**config.mk**
```make
export PLATFORM = sky130hd
export DESIGN_NAME = alu_arbiter_flat
export DESIGN_NICKNAME = d
export VERILOG_FILES = /design/src/rtl/alu_arb_if.sv /design/src/rtl/alu_arbiter.sv /design/src/flat_wrapper.sv
export SDC_FILE = /design/constraint.sdc
export NUM_CORES = 1
export LEC_CHECK = 0
export CORE_AREA = 2 2 300 302
export DETAILED_ROUTE_END_ITERATION = 8
export DIE_AREA = 0 0 302 304
export PLACE_DENSITY = 0.42
export SLEW_MARGIN = 10
export SYNTH_ARGS = -nofsm -noshare
export SYNTH_HDL_FRONTEND = slang
export SYNTH_SLANG_ARGS = --single-unit
```
**constraint.sdc**
```tcl
create_clock -name clk -period 4.2 [get_ports clk]
set_clock_uncertainty 0.2 [all_clocks]
set_input_delay 0.84 -clock clk [delete_from_list [all_inputs] [get_ports clk]]
set_output_delay 0.84 -clock clk [all_outputs]
set_load 0.05 [all_outputs]
```
**src/rtl/alu_arb_if.sv**
```systemverilog
// Handshake and ALU bus between two requesters, the arbiter and a shared ALU.
interface alu_arb_if #(
  parameter int REG_WIDTH     = 64,
  parameter int ALU_CTRL_BITS = 5,
  parameter int CNT_WIDTH     = 16
);
  logic                     req0_valid, req1_valid;
  logic                     req0_ready, req1_ready;
  logic [REG_WIDTH-1:0]     req0_rs1, req0_rs2, req0_imm;
  logic [REG_WIDTH-1:0]     req1_rs1, req1_rs2, req1_imm;
  logic [ALU_CTRL_BITS-1:0] req0_ctrl, req1_ctrl;
  logic                     rsp0_valid, rsp1_valid;
  logic                     rsp0_ready, rsp1_ready;
  logic [REG_WIDTH-1:0]     rsp_data;
  logic                     rsp_zero;
  logic [REG_WIDTH-1:0]     alu_rs1, alu_rs2, alu_imm;
  logic [ALU_CTRL_BITS-1:0] alu_ctrl;
  logic [REG_WIDTH-1:0]     alu_out;
  logic                     alu_zero;
  logic [CNT_WIDTH-1:0]     grant_cnt0, grant_cnt1;

  // Arbiter side
  modport slave (
    input  req0_valid, req1_valid, req0_rs1, req0_rs2, req0_imm, req0_ctrl,
           req1_rs1, req1_rs2, req1_imm, req1_ctrl, rsp0_ready, rsp1_ready,
           alu_out, alu_zero,
    output req0_ready, req1_ready, rsp0_valid, rsp1_valid, rsp_data, rsp_zero,
           alu_rs1, alu_rs2, alu_imm, alu_ctrl, grant_cnt0, grant_cnt1
  );

  // Requesters plus ALU side
  modport master (
    output req0_valid, req1_valid, req0_rs1, req0_rs2, req0_imm, req0_ctrl,
           req1_rs1, req1_rs2, req1_imm, req1_ctrl, rsp0_ready, rsp1_ready,
           alu_out, alu_zero,
    input  req0_ready, req1_ready, rsp0_valid, rsp1_valid, rsp_data, rsp_zero,
           alu_rs1, alu_rs2, alu_imm, alu_ctrl, grant_cnt0, grant_cnt1
  );
endinterface

```
**src/rtl/alu_arbiter.sv**
```systemverilog
// Two-port round-robin arbiter in front of a shared combinational ALU with a
// single-entry result stage; one result per cycle when the owner drains.
module alu_arbiter #(
  parameter int REG_WIDTH     = 64,
  parameter int ALU_CTRL_BITS = 5,
  parameter int CNT_WIDTH     = 16
) (
  input  logic      clk,
  input  logic      rst_n,
  alu_arb_if.slave  bus
);
  localparam int NUM_PORTS = 2;

  logic [NUM_PORTS-1:0]                    w_req_vld, w_rsp_rdy, w_ready;
  logic [NUM_PORTS-1:0][REG_WIDTH-1:0]     w_rs1, w_rs2, w_imm;
  logic [NUM_PORTS-1:0][ALU_CTRL_BITS-1:0] w_ctrl;
  logic [NUM_PORTS-1:0][CNT_WIDTH-1:0]     r_cnt;

  logic                 r_full, r_owner, r_prio, r_zero;
  logic [REG_WIDTH-1:0] r_data;
  logic                 w_drain, w_acc_ok, w_gnt_any, w_gnt_id, w_accept;

  assign w_req_vld = {bus.req1_valid, bus.req0_valid};
  assign w_rsp_rdy = {bus.rsp1_ready, bus.rsp0_ready};
  assign w_rs1     = {bus.req1_rs1,  bus.req0_rs1};
  assign w_rs2     = {bus.req1_rs2,  bus.req0_rs2};
  assign w_imm     = {bus.req1_imm,  bus.req0_imm};
  assign w_ctrl    = {bus.req1_ctrl, bus.req0_ctrl};

  // rst_n gates the combinational outputs so nothing leaks out while in reset
  assign w_drain   = r_full & w_rsp_rdy[r_owner];
  assign w_acc_ok  = rst_n & (~r_full | w_drain);
  assign w_gnt_any = rst_n & (|w_req_vld);
  assign w_gnt_id  = (&w_req_vld) ? r_prio : w_req_vld[1];
  assign w_accept  = w_acc_ok & w_gnt_any;

  assign bus.alu_rs1  = w_gnt_any ? w_rs1[w_gnt_id]  : '0;
  assign bus.alu_rs2  = w_gnt_any ? w_rs2[w_gnt_id]  : '0;
  assign bus.alu_imm  = w_gnt_any ? w_imm[w_gnt_id]  : '0;
  assign bus.alu_ctrl = w_gnt_any ? w_ctrl[w_gnt_id] : '0;

  assign bus.req0_ready = w_ready[0];
  assign bus.req1_ready = w_ready[1];
  assign bus.rsp0_valid = r_full & ~r_owner;
  assign bus.rsp1_valid = r_full &  r_owner;
  assign bus.rsp_data   = r_data;
  assign bus.rsp_zero   = r_zero;
  assign bus.grant_cnt0 = r_cnt[0];
  assign bus.grant_cnt1 = r_cnt[1];

  always_ff @(posedge clk or negedge rst_n) begin
    if (!rst_n) begin
      r_full  <= 1'b0;
      r_owner <= 1'b0;
      r_prio  <= 1'b0;
      r_data  <= '0;
      r_zero  <= 1'b0;
    end else if (w_accept) begin
      r_full  <= 1'b1;
      r_owner <= w_gnt_id;
      r_prio  <= ~w_gnt_id;
      r_data  <= bus.alu_out;
      r_zero  <= bus.alu_zero;
    end else if (w_drain) begin
      r_full  <= 1'b0;
    end
  end

  for (genvar gi = 0; gi < NUM_PORTS; gi++) begin : g_port
    assign w_ready[gi] = w_accept & (w_gnt_id == 1'(gi));

    always_ff @(posedge clk or negedge rst_n) begin
      if (!rst_n)           r_cnt[gi] <= '0;
      else if (w_ready[gi]) r_cnt[gi] <= r_cnt[gi] + CNT_WIDTH'(1);
    end
  end
endmodule

```
**src/flat_wrapper.sv**
```systemverilog
// flat-port wrapper written by rule: the top's interface ports become plain ports
module alu_arbiter_flat 
#(
  parameter int REG_WIDTH     = 64,
  parameter int ALU_CTRL_BITS = 5,
  parameter int CNT_WIDTH     = 16
)
  (clk, rst_n, bus_req0_valid, bus_req1_valid, bus_req0_rs1, bus_req0_rs2, bus_req0_imm, bus_req0_ctrl, bus_req1_rs1, bus_req1_rs2, bus_req1_imm, bus_req1_ctrl, bus_rsp0_ready, bus_rsp1_ready, bus_alu_out, bus_alu_zero, bus_req0_ready, bus_req1_ready, bus_rsp0_valid, bus_rsp1_valid, bus_rsp_data, bus_rsp_zero, bus_alu_rs1, bus_alu_rs2, bus_alu_imm, bus_alu_ctrl, bus_grant_cnt0, bus_grant_cnt1);
  alu_arb_if #(.REG_WIDTH(REG_WIDTH), .ALU_CTRL_BITS(ALU_CTRL_BITS), .CNT_WIDTH(CNT_WIDTH)) bus_i ();
  input  logic clk;
  input  logic rst_n;
  input wire logic [$bits(bus_i.req0_valid)-1:0] bus_req0_valid;
  input wire logic [$bits(bus_i.req1_valid)-1:0] bus_req1_valid;
  input wire logic [$bits(bus_i.req0_rs1)-1:0] bus_req0_rs1;
  input wire logic [$bits(bus_i.req0_rs2)-1:0] bus_req0_rs2;
  input wire logic [$bits(bus_i.req0_imm)-1:0] bus_req0_imm;
  input wire logic [$bits(bus_i.req0_ctrl)-1:0] bus_req0_ctrl;
  input wire logic [$bits(bus_i.req1_rs1)-1:0] bus_req1_rs1;
  input wire logic [$bits(bus_i.req1_rs2)-1:0] bus_req1_rs2;
  input wire logic [$bits(bus_i.req1_imm)-1:0] bus_req1_imm;
  input wire logic [$bits(bus_i.req1_ctrl)-1:0] bus_req1_ctrl;
  input wire logic [$bits(bus_i.rsp0_ready)-1:0] bus_rsp0_ready;
  input wire logic [$bits(bus_i.rsp1_ready)-1:0] bus_rsp1_ready;
  input wire logic [$bits(bus_i.alu_out)-1:0] bus_alu_out;
  input wire logic [$bits(bus_i.alu_zero)-1:0] bus_alu_zero;
  output wire logic [$bits(bus_i.req0_ready)-1:0] bus_req0_ready;
  output wire logic [$bits(bus_i.req1_ready)-1:0] bus_req1_ready;
  output wire logic [$bits(bus_i.rsp0_valid)-1:0] bus_rsp0_valid;
  output wire logic [$bits(bus_i.rsp1_valid)-1:0] bus_rsp1_valid;
  output wire logic [$bits(bus_i.rsp_data)-1:0] bus_rsp_data;
  output wire logic [$bits(bus_i.rsp_zero)-1:0] bus_rsp_zero;
  output wire logic [$bits(bus_i.alu_rs1)-1:0] bus_alu_rs1;
  output wire logic [$bits(bus_i.alu_rs2)-1:0] bus_alu_rs2;
  output wire logic [$bits(bus_i.alu_imm)-1:0] bus_alu_imm;
  output wire logic [$bits(bus_i.alu_ctrl)-1:0] bus_alu_ctrl;
  output wire logic [$bits(bus_i.grant_cnt0)-1:0] bus_grant_cnt0;
  output wire logic [$bits(bus_i.grant_cnt1)-1:0] bus_grant_cnt1;
  assign bus_i.req0_valid = bus_req0_valid;
  assign bus_i.req1_valid = bus_req1_valid;
  assign bus_i.req0_rs1 = bus_req0_rs1;
  assign bus_i.req0_rs2 = bus_req0_rs2;
  assign bus_i.req0_imm = bus_req0_imm;
  assign bus_i.req0_ctrl = bus_req0_ctrl;
  assign bus_i.req1_rs1 = bus_req1_rs1;
  assign bus_i.req1_rs2 = bus_req1_rs2;
  assign bus_i.req1_imm = bus_req1_imm;
  assign bus_i.req1_ctrl = bus_req1_ctrl;
  assign bus_i.rsp0_ready = bus_rsp0_ready;
  assign bus_i.rsp1_ready = bus_rsp1_ready;
  assign bus_i.alu_out = bus_alu_out;
  assign bus_i.alu_zero = bus_alu_zero;
  assign bus_req0_ready = bus_i.req0_ready;
  assign bus_req1_ready = bus_i.req1_ready;
  assign bus_rsp0_valid = bus_i.rsp0_valid;
  assign bus_rsp1_valid = bus_i.rsp1_valid;
  assign bus_rsp_data = bus_i.rsp_data;
  assign bus_rsp_zero = bus_i.rsp_zero;
  assign bus_alu_rs1 = bus_i.alu_rs1;
  assign bus_alu_rs2 = bus_i.alu_rs2;
  assign bus_alu_imm = bus_i.alu_imm;
  assign bus_alu_ctrl = bus_i.alu_ctrl;
  assign bus_grant_cnt0 = bus_i.grant_cnt0;
  assign bus_grant_cnt1 = bus_i.grant_cnt1;
  alu_arbiter #(.REG_WIDTH(REG_WIDTH), .ALU_CTRL_BITS(ALU_CTRL_BITS), .CNT_WIDTH(CNT_WIDTH)) u_core (.clk(clk), .rst_n(rst_n), .bus(bus_i));
endmodule
```
==> results of run 1 <==
where the power goes:
group          leakage [nW]  total [W]  switching (W)  internal (W)
Clock                 0.144   0.000861       0.000439      0.000422
Combinational          5.77    0.00382        0.00221       0.00161
Sequential             1.22    0.00134       0.000166       0.00118
final cells by class:
type,instances,area [um^2]
antenna,4,10.0
clock buffer,9,225
clock inverter,7,75.1
fill,9741,70800
inverter,2,7.51
multi-input combinational,761,3980
sequential,100,2500
tap,1176,1470
timing repair buffer,810,9980
worst max-delay path by stage:
stage,startpoint,end,depth (start not counted)
after detailed placement,bus_req1_valid,bus_alu_rs2[24],9
final,bus_req1_valid,bus_alu_rs2[24],9
after CTS,bus_req1_valid,bus_alu_rs2[24],9
after global routing,bus_req1_valid,bus_alu_rs2[24],9
after global placement,bus_req1_valid,bus_alu_rs2[24],9
after floorplan,bus_req0_valid,bus_alu_rs1[0],6
cells in the mapped netlist (all sizes together):
| library cell | number |
|---|---|
| and2 | 4 |
| a21oi | 199 |
| xor2 | 4 |
| nor3 | 1 |
| mux2i | 1 |
| buf | 30 |
| a2111oi | 2 |
| nor2b | 3 |
| nand3 | 12 |
| nand2 | 405 |
| and3 | 7 |
| dfrtp | 100 |
| nand2b | 1 |
| clkbuf | 43 |
| nand4 | 17 |
| xnor2 | 26 |
| o21ai | 1 |
| inv | 2 |
| ha | 2 |
| nor2 | 8 |
| mux2 | 68 |
kinds of logic after synthesis:
| family | Yosys count | synth area share, % |
|---|---|---|
| adders and majority gates | 2 | 0.371 |
| AOI/OAI and AO/OA | 202 | 15.7 |
| buffers and inverters | 75 | 4.49 |
| DFF | 100 | 37.1 |
| xor gates and xnor gates | 30 | 3.89 |
| muxes | 69 | 11.5 |
| and+or+nand+nor | 458 | 26.9 |
through the flow:
stage / cell area (um^2) / hold slack [ps] / utilization, % / total power, W / instances
after floorplan: 6750 / 295 / - / 0.00325 / 936
after global placement: 17900 / 273 / 20.1 / 0.00521 / 2849
after detailed placement: 17900 / 280 / 20.1 / 0.00523 / 2849
after CTS: 18200 / 297 / 20.5 / 0.00613 / 2865
after global routing: 18200 / 312 / 20.5 / 0.00632 / 2866
final: 18200 / 289 / 20.5 / 0.00602 / 2869
registers in the layout (all words and copies together) (netlist names):
| signal | cells |
|---|---|
| u_core.r_owner | 1 |
| u_core.r_prio | 1 |
| u_core.bus.rsp_zero | 1 |
| u_core.bus.grant_cnt1 | 16 |
| u_core.r_full | 1 |
| u_core.bus.grant_cnt0 | 16 |
| u_core.bus.rsp_data | 64 |
worst reg2reg max path: stages, from the launching register on:
cell	delay [ps]
dfrtp_1	440
mux2i_2	280
a2111oi_4	730
and3_1	270
xor2_1	140
per-layer routing:
| layer | share of wire, % | GRT usage (%) | vias up |
|---|---|---|---|
| met5 | 0.19 | 0 | - |
| met4 | 1.8 | 2.48 | 18 |
| met3 | 12 | 5.72 | 68 |
| met2 | 49 | 22.5 | 565 |
| met1 | 37 | 13.9 | 4578 |
| li1 | - | - | 4586 |
==> results.ini, run 1 <==
[route]
drc = 0
totalWireLength_um = 61100
dr.pass1.iters = 5
vias_per_cell = 3.42
num_vias = 9815
wl_per_cell_um = 21.3
drtIter0Drc = 675
antenna_left = 0

[logic_synthesis]
synth_cell_types = 26
ys_seq_elements = 100
avgSynthCellArea_um2 = 7.21
seq_area_frac_synth_pct = 37.1
synthCells = 936
synthTopCellsByArea = dfrtp_1, nand2_1, a21oi_1
syn-num-nets = 1403
post-synth-top-area-cell = dfrtp_1
synth_area_mm2 = 0.00675
synth_top_area_share_pct = 37.1
yosys_warnings = 0

[worst_setup_path]
crit_required_ps = 3160
crit_type = in -> out
crit_family = buffers and inverters
regToRegSetupSlack_ps = 2070
rr_startpoint = u_core.r_owner
arrival_ps = 3030
worst_path_max_delay_cell = clkdlybuf4s50_1
cp_cell_sequence = clkdlybuf4s50_1 -> inv_2 -> nor2_4 -> buf_12 -> buf_12 -> nand2_1 -> a21oi_1 -> buf_4 -> buf_12
path_common_cell = buf_12
reg2reg_to = u_core.bus.grant_cnt0[5]
critPathMaxFanout = 37
path_buf_inv = 6
endpoint_kind = output port
slowest_delay_ps = 690
r2r_cells = 4
critPathLaunchType = input pin

[die]
start_util_pct = 7.58
die_w_um = 302
dieArea_mm2 = 0.0918
die-height_um = 304
io_pins = 763
core_mm2 = 0.0890
rows = 110

[sta]
max_freq_mhz = 246
worst_pin_slew_ps = 779
period_share_pct = 96.8
setup_viol = 0
setup_tns_ps = 0
final_hold_viol_count = 0
fin_crit_ps = 4070
slew_violations = 0
slew_headroom_pct = 48.1
setup_slack_ps = 135
rsz0062_at_grt = no

[clock_network]
cts_resized = 0
ctsLongestPathBuffers = 2
insertion_delay_ps = 370
cts_max_level = 3
postCtsHoldBufs = 0
root_buffer = clkbuf_16
path_clk_slew_ps = 70
post_cts_buffers = 0
cts_tree = yes
cts_buffers = 9
numClockSinks = 100

[worst_hold_path]
min_path_cells = 1
min_from = u_core.bus.grant_cnt1[15]
hp-class = reg -> reg
hold_end = u_core.bus.grant_cnt1[15]

[pwr]
leakage_nw = 7.13
ir_drop_mv = 0.285
powerDensity_mw_per_mm2 = 330

[grt]
grt_max_degree = 88
antenna_found_initial = 34
grt_pass1_vias = 10500
grt_overflow = 0
grt_pass1_wl_um = 81800
grt_usage_pct = 12.7

[placement]
gp_congestion = 0.892
port_buffers = 762
hpwl_um = 53900
post-place-ws_ps = 83.3

[final_layout]
drive_gt1_share_pct = 20.1
final_cell_mix = clkdlybuf4s50_1, nand2_1, buf_12
final_common_cell = clkdlybuf4s50_1
nets = 2151
syn_to_final_growth_pct = 170

[run]
cap_violations = 0

[run_status]
status = completed

Note: power is estimated with default switching activity, not from simulation.
==> inputs of run 2 (changes only) <==
--- a/config.mk
+++ b/config.mk
@@ -5,6 +5,7 @@
 export SDC_FILE = /design/constraint.sdc
 export NUM_CORES = 1
 export LEC_CHECK = 0
+export ABC_AREA = 1
 export CORE_AREA = 2 2 300 302
 export DETAILED_ROUTE_END_ITERATION = 8
 export DIE_AREA = 0 0 302 304
==> run 2 against run 1 <==
First-iteration DRC count decreased by 24%. Global-route usage increased by 2.0 points. Sequential share of layout area decreased by 0.50 points. Fmax decreased by 3.1%. Total power increased by 18%. Final cell count increased by 9.7%. Highest routed layer unchanged. Flip-flop and latch count unchanged. Worst hold slack got worse by 9.2 ps.
==> results.ini, run 2 <==
[run_status]
status = completed

[worst_setup_path]
critPathMaxFanout = 58
path_buf_inv = 4
crit_type = in -> out
r2r_cells = 8
path_common_cell = buf_12
reg2reg_to = u_core.bus.rsp_data[13]
worst_path_max_delay_cell = clkdlybuf4s50_1
rr_startpoint = u_core.r_owner
crit_required_ps = 3160
regToRegSetupSlack_ps = 1960
cp.depth = 8
endpoint_kind = output port
crit_family = buffers and inverters
slowest_delay_ps = 750
critPathLaunchType = input pin
worstSetupStartpoint = bus_req0_valid
arrival_ps = 3160
cp_cell_sequence = clkdlybuf4s50_1 -> nand2_1 -> nand2_8 -> buf_12 -> buf_4 -> o21ai_0 -> nor2_1 -> buf_12

[pwr]
powerDensity_mw_per_mm2 = 376
ir_drop_mv = 0.273
leakage_nw = 7.79

[grt]
grt_usage_pct = 14.7
grt_use_met3_pct = 5.40
grt.met2_usage_pct = 26.3
grt_max_degree = 59
grt_pass1_wl_um = 93200
use_met1_pct = 16.4
antenna_found_initial = 62
grt_pass1_vias = 11100
grt_overflow = 0
top_usage_layer = met2

[logic_synthesis]
synth_area_mm2 = 0.00721
ys_seq_elements = 100
synth_commonest_cells = nor2_1, nand2_1, o21ai_0
ys.flop_type = dfrtp_1
synthTopCellsByArea = dfrtp_1, nor2_1, nand2_1
synth_edf_count = 0
synth_cell_types = 25
avgSynthCellArea_um2 = 6.03
syn-num-nets = 1663
post-synth-top-area-cell = dfrtp_1
yosys_warnings = 0
synthArstFlopShare_pct = 100
yosysMostFrequentCell = nor2_1
synthCells = 1196
synth_top_area_share_pct = 34.7
seq_area_frac_synth_pct = 34.7

[clock_network]
path_clk_slew_ps = 70
root_buffer = clkbuf_16
cts_tree = yes
insertion_delay_ps = 360
postCtsHoldBufs = 0
post_cts_buffers = 0
cts_buffers = 9
numClockSinks = 100
cts_resized = 0
ctsLongestPathBuffers = 2
cts_max_level = 3

[route]
num_vias = 10800
dr.pass1.iters = 5
vias_per_cell = 3.43
drtIter0Drc = 514
drc = 0
totalWireLength_um = 70200
wl_per_cell_um = 22.3
antenna_left = 0

[die]
die-height_um = 304
start_util_pct = 8.10
io_pins = 763
dieArea_mm2 = 0.0918
core_mm2 = 0.0890
rows = 110
die_w_um = 302

[run]
cap_violations = 0

[sta]
slew_violations = 0
setup_viol = 0
period_share_pct = 99.9
final_hold_viol_count = 0
rsz0062_at_grt = no
setup_tns_ps = 0
max_freq_mhz = 238
fin_crit_ps = 4200
worst_pin_slew_ps = 819
slew_headroom_pct = 45.4

[final_layout]
drive_gt1_share_pct = 15.3
final_cell_mix = clkdlybuf4s50_1, nor2_1, nand2_1
largest_register_ffs = 64
final_cell_count_no_fill = 3148
filler_cell_count = 9889
syn_to_final_growth_pct = 163
final_common_cell = clkdlybuf4s50_1
nets = 2425

[worst_hold_path]
hold_end = u_core.bus.rsp_data[61]
hp-class = reg -> reg
min_from = u_core.bus.rsp_data[61]
min_path_cells = 2

[placement]
gp_congestion = 0.879
port_buffers = 762
dp_cells = 3123
hpwl_um = 61300

## run 2: changes by cell type in the layout (fill, tap and decap cells not counted), moves of 9 or more
cell and change:
o21ai_1 +10, buf_12 +14, nor2_1 +411, nand4_1 -9
nand2_1 -109, a21oi_1 -198, xnor2_1 -22, buf_4 +9
o21ai_0 +202, inv_1 +29, mux2_2 -68
## run 2: cell families after synthesis
kind of cell	count (synthesis)	synth area share (%)
compound gates	213	14.9
xor+xnor	9	1.09
fa+ha+maj	2	0.347
buf+inv	116	7.70
flops	100	34.7
simple gates	756	41.2
## run 2: per-stage QoR
stage	utilization, %	setup slack (ps)	total power [W]	hold WS (ps)	area (um^2)
5_1_grt	21.2	29.8	0.00748	309	18900
4_1_cts	21.2	13.7	0.00724	285	18900
3_3_place_gp	20.9	46.8	0.00627	261	18600
6_report	21.3	2.72	0.00711	280	18900
3_5_place_dp	20.9	17.2	0.00626	264	18600
2_1_floorplan	-	943	0.00387	344	7210
## run 2: layer usage
metal	share of wire, %	up-vias
li1	-	5299
met1	38	4843
met2	50	558
met3	9.6	99
met4	1.8	14
met5	0.13	-
## run 2: power by group
group / leakage (nW) / internal [W] / switching (W)
combinational: 6.39 / 0.00187 / 0.00287
clock: 0.143 / 0.000485 / 0.000422
sequential: 1.26 / 0.00124 / 0.000212
## run 2: cell type report
| class | count | area (um^2) | area share [%] |
|---|---|---|---|
| Antenna cell | 9 | 22.5 | 0.119 |
| Clock buffer | 10 | 239 | 1.26 |
| Clock inverter | 6 | 72.6 | 0.383 |
| Inverter | 34 | 128 | 0.674 |
| Multi-Input combinational cell | 980 | 4170 | 22.0 |
| Sequential cell | 100 | 2500 | 13.2 |
| Tap cell | 1176 | 1470 | 7.77 |
| Timing Repair Buffer | 833 | 10300 | 54.6 |
## run 2: worst max path at each step
stage | endpoint | slack, ps
3_5_place_dp | bus_alu_rs1[60] | 20
3_3_place_gp | bus_alu_rs1[60] | 50
6_report | bus_alu_rs2[23] | 3
4_1_cts | bus_alu_rs1[60] | 10
2_1_floorplan | bus_alu_imm[59] | 940
5_1_grt | bus_alu_rs2[23] | 30
## run 2: worst register-to-register path, delay by kind of cell, from the launching register on
kind / cells / cell delay [ps]
flops: 1 / 410
buf+inv: 3 / 880
simple gates: 5 / 700
==> inputs of run 3 (changes only) <==
--- a/config.mk
+++ b/config.mk
@@ -10,6 +10,7 @@
 export DETAILED_ROUTE_END_ITERATION = 8
 export DIE_AREA = 0 0 302 304
 export PLACE_DENSITY = 0.42
+export SKIP_LAST_GASP = 1
 export SLEW_MARGIN = 10
 export SYNTH_ARGS = -nofsm -noshare
 export SYNTH_HDL_FRONTEND = slang
==> results of run 3 <==
Same layout as run 2: the final DEF is identical, and so are final timing and power.
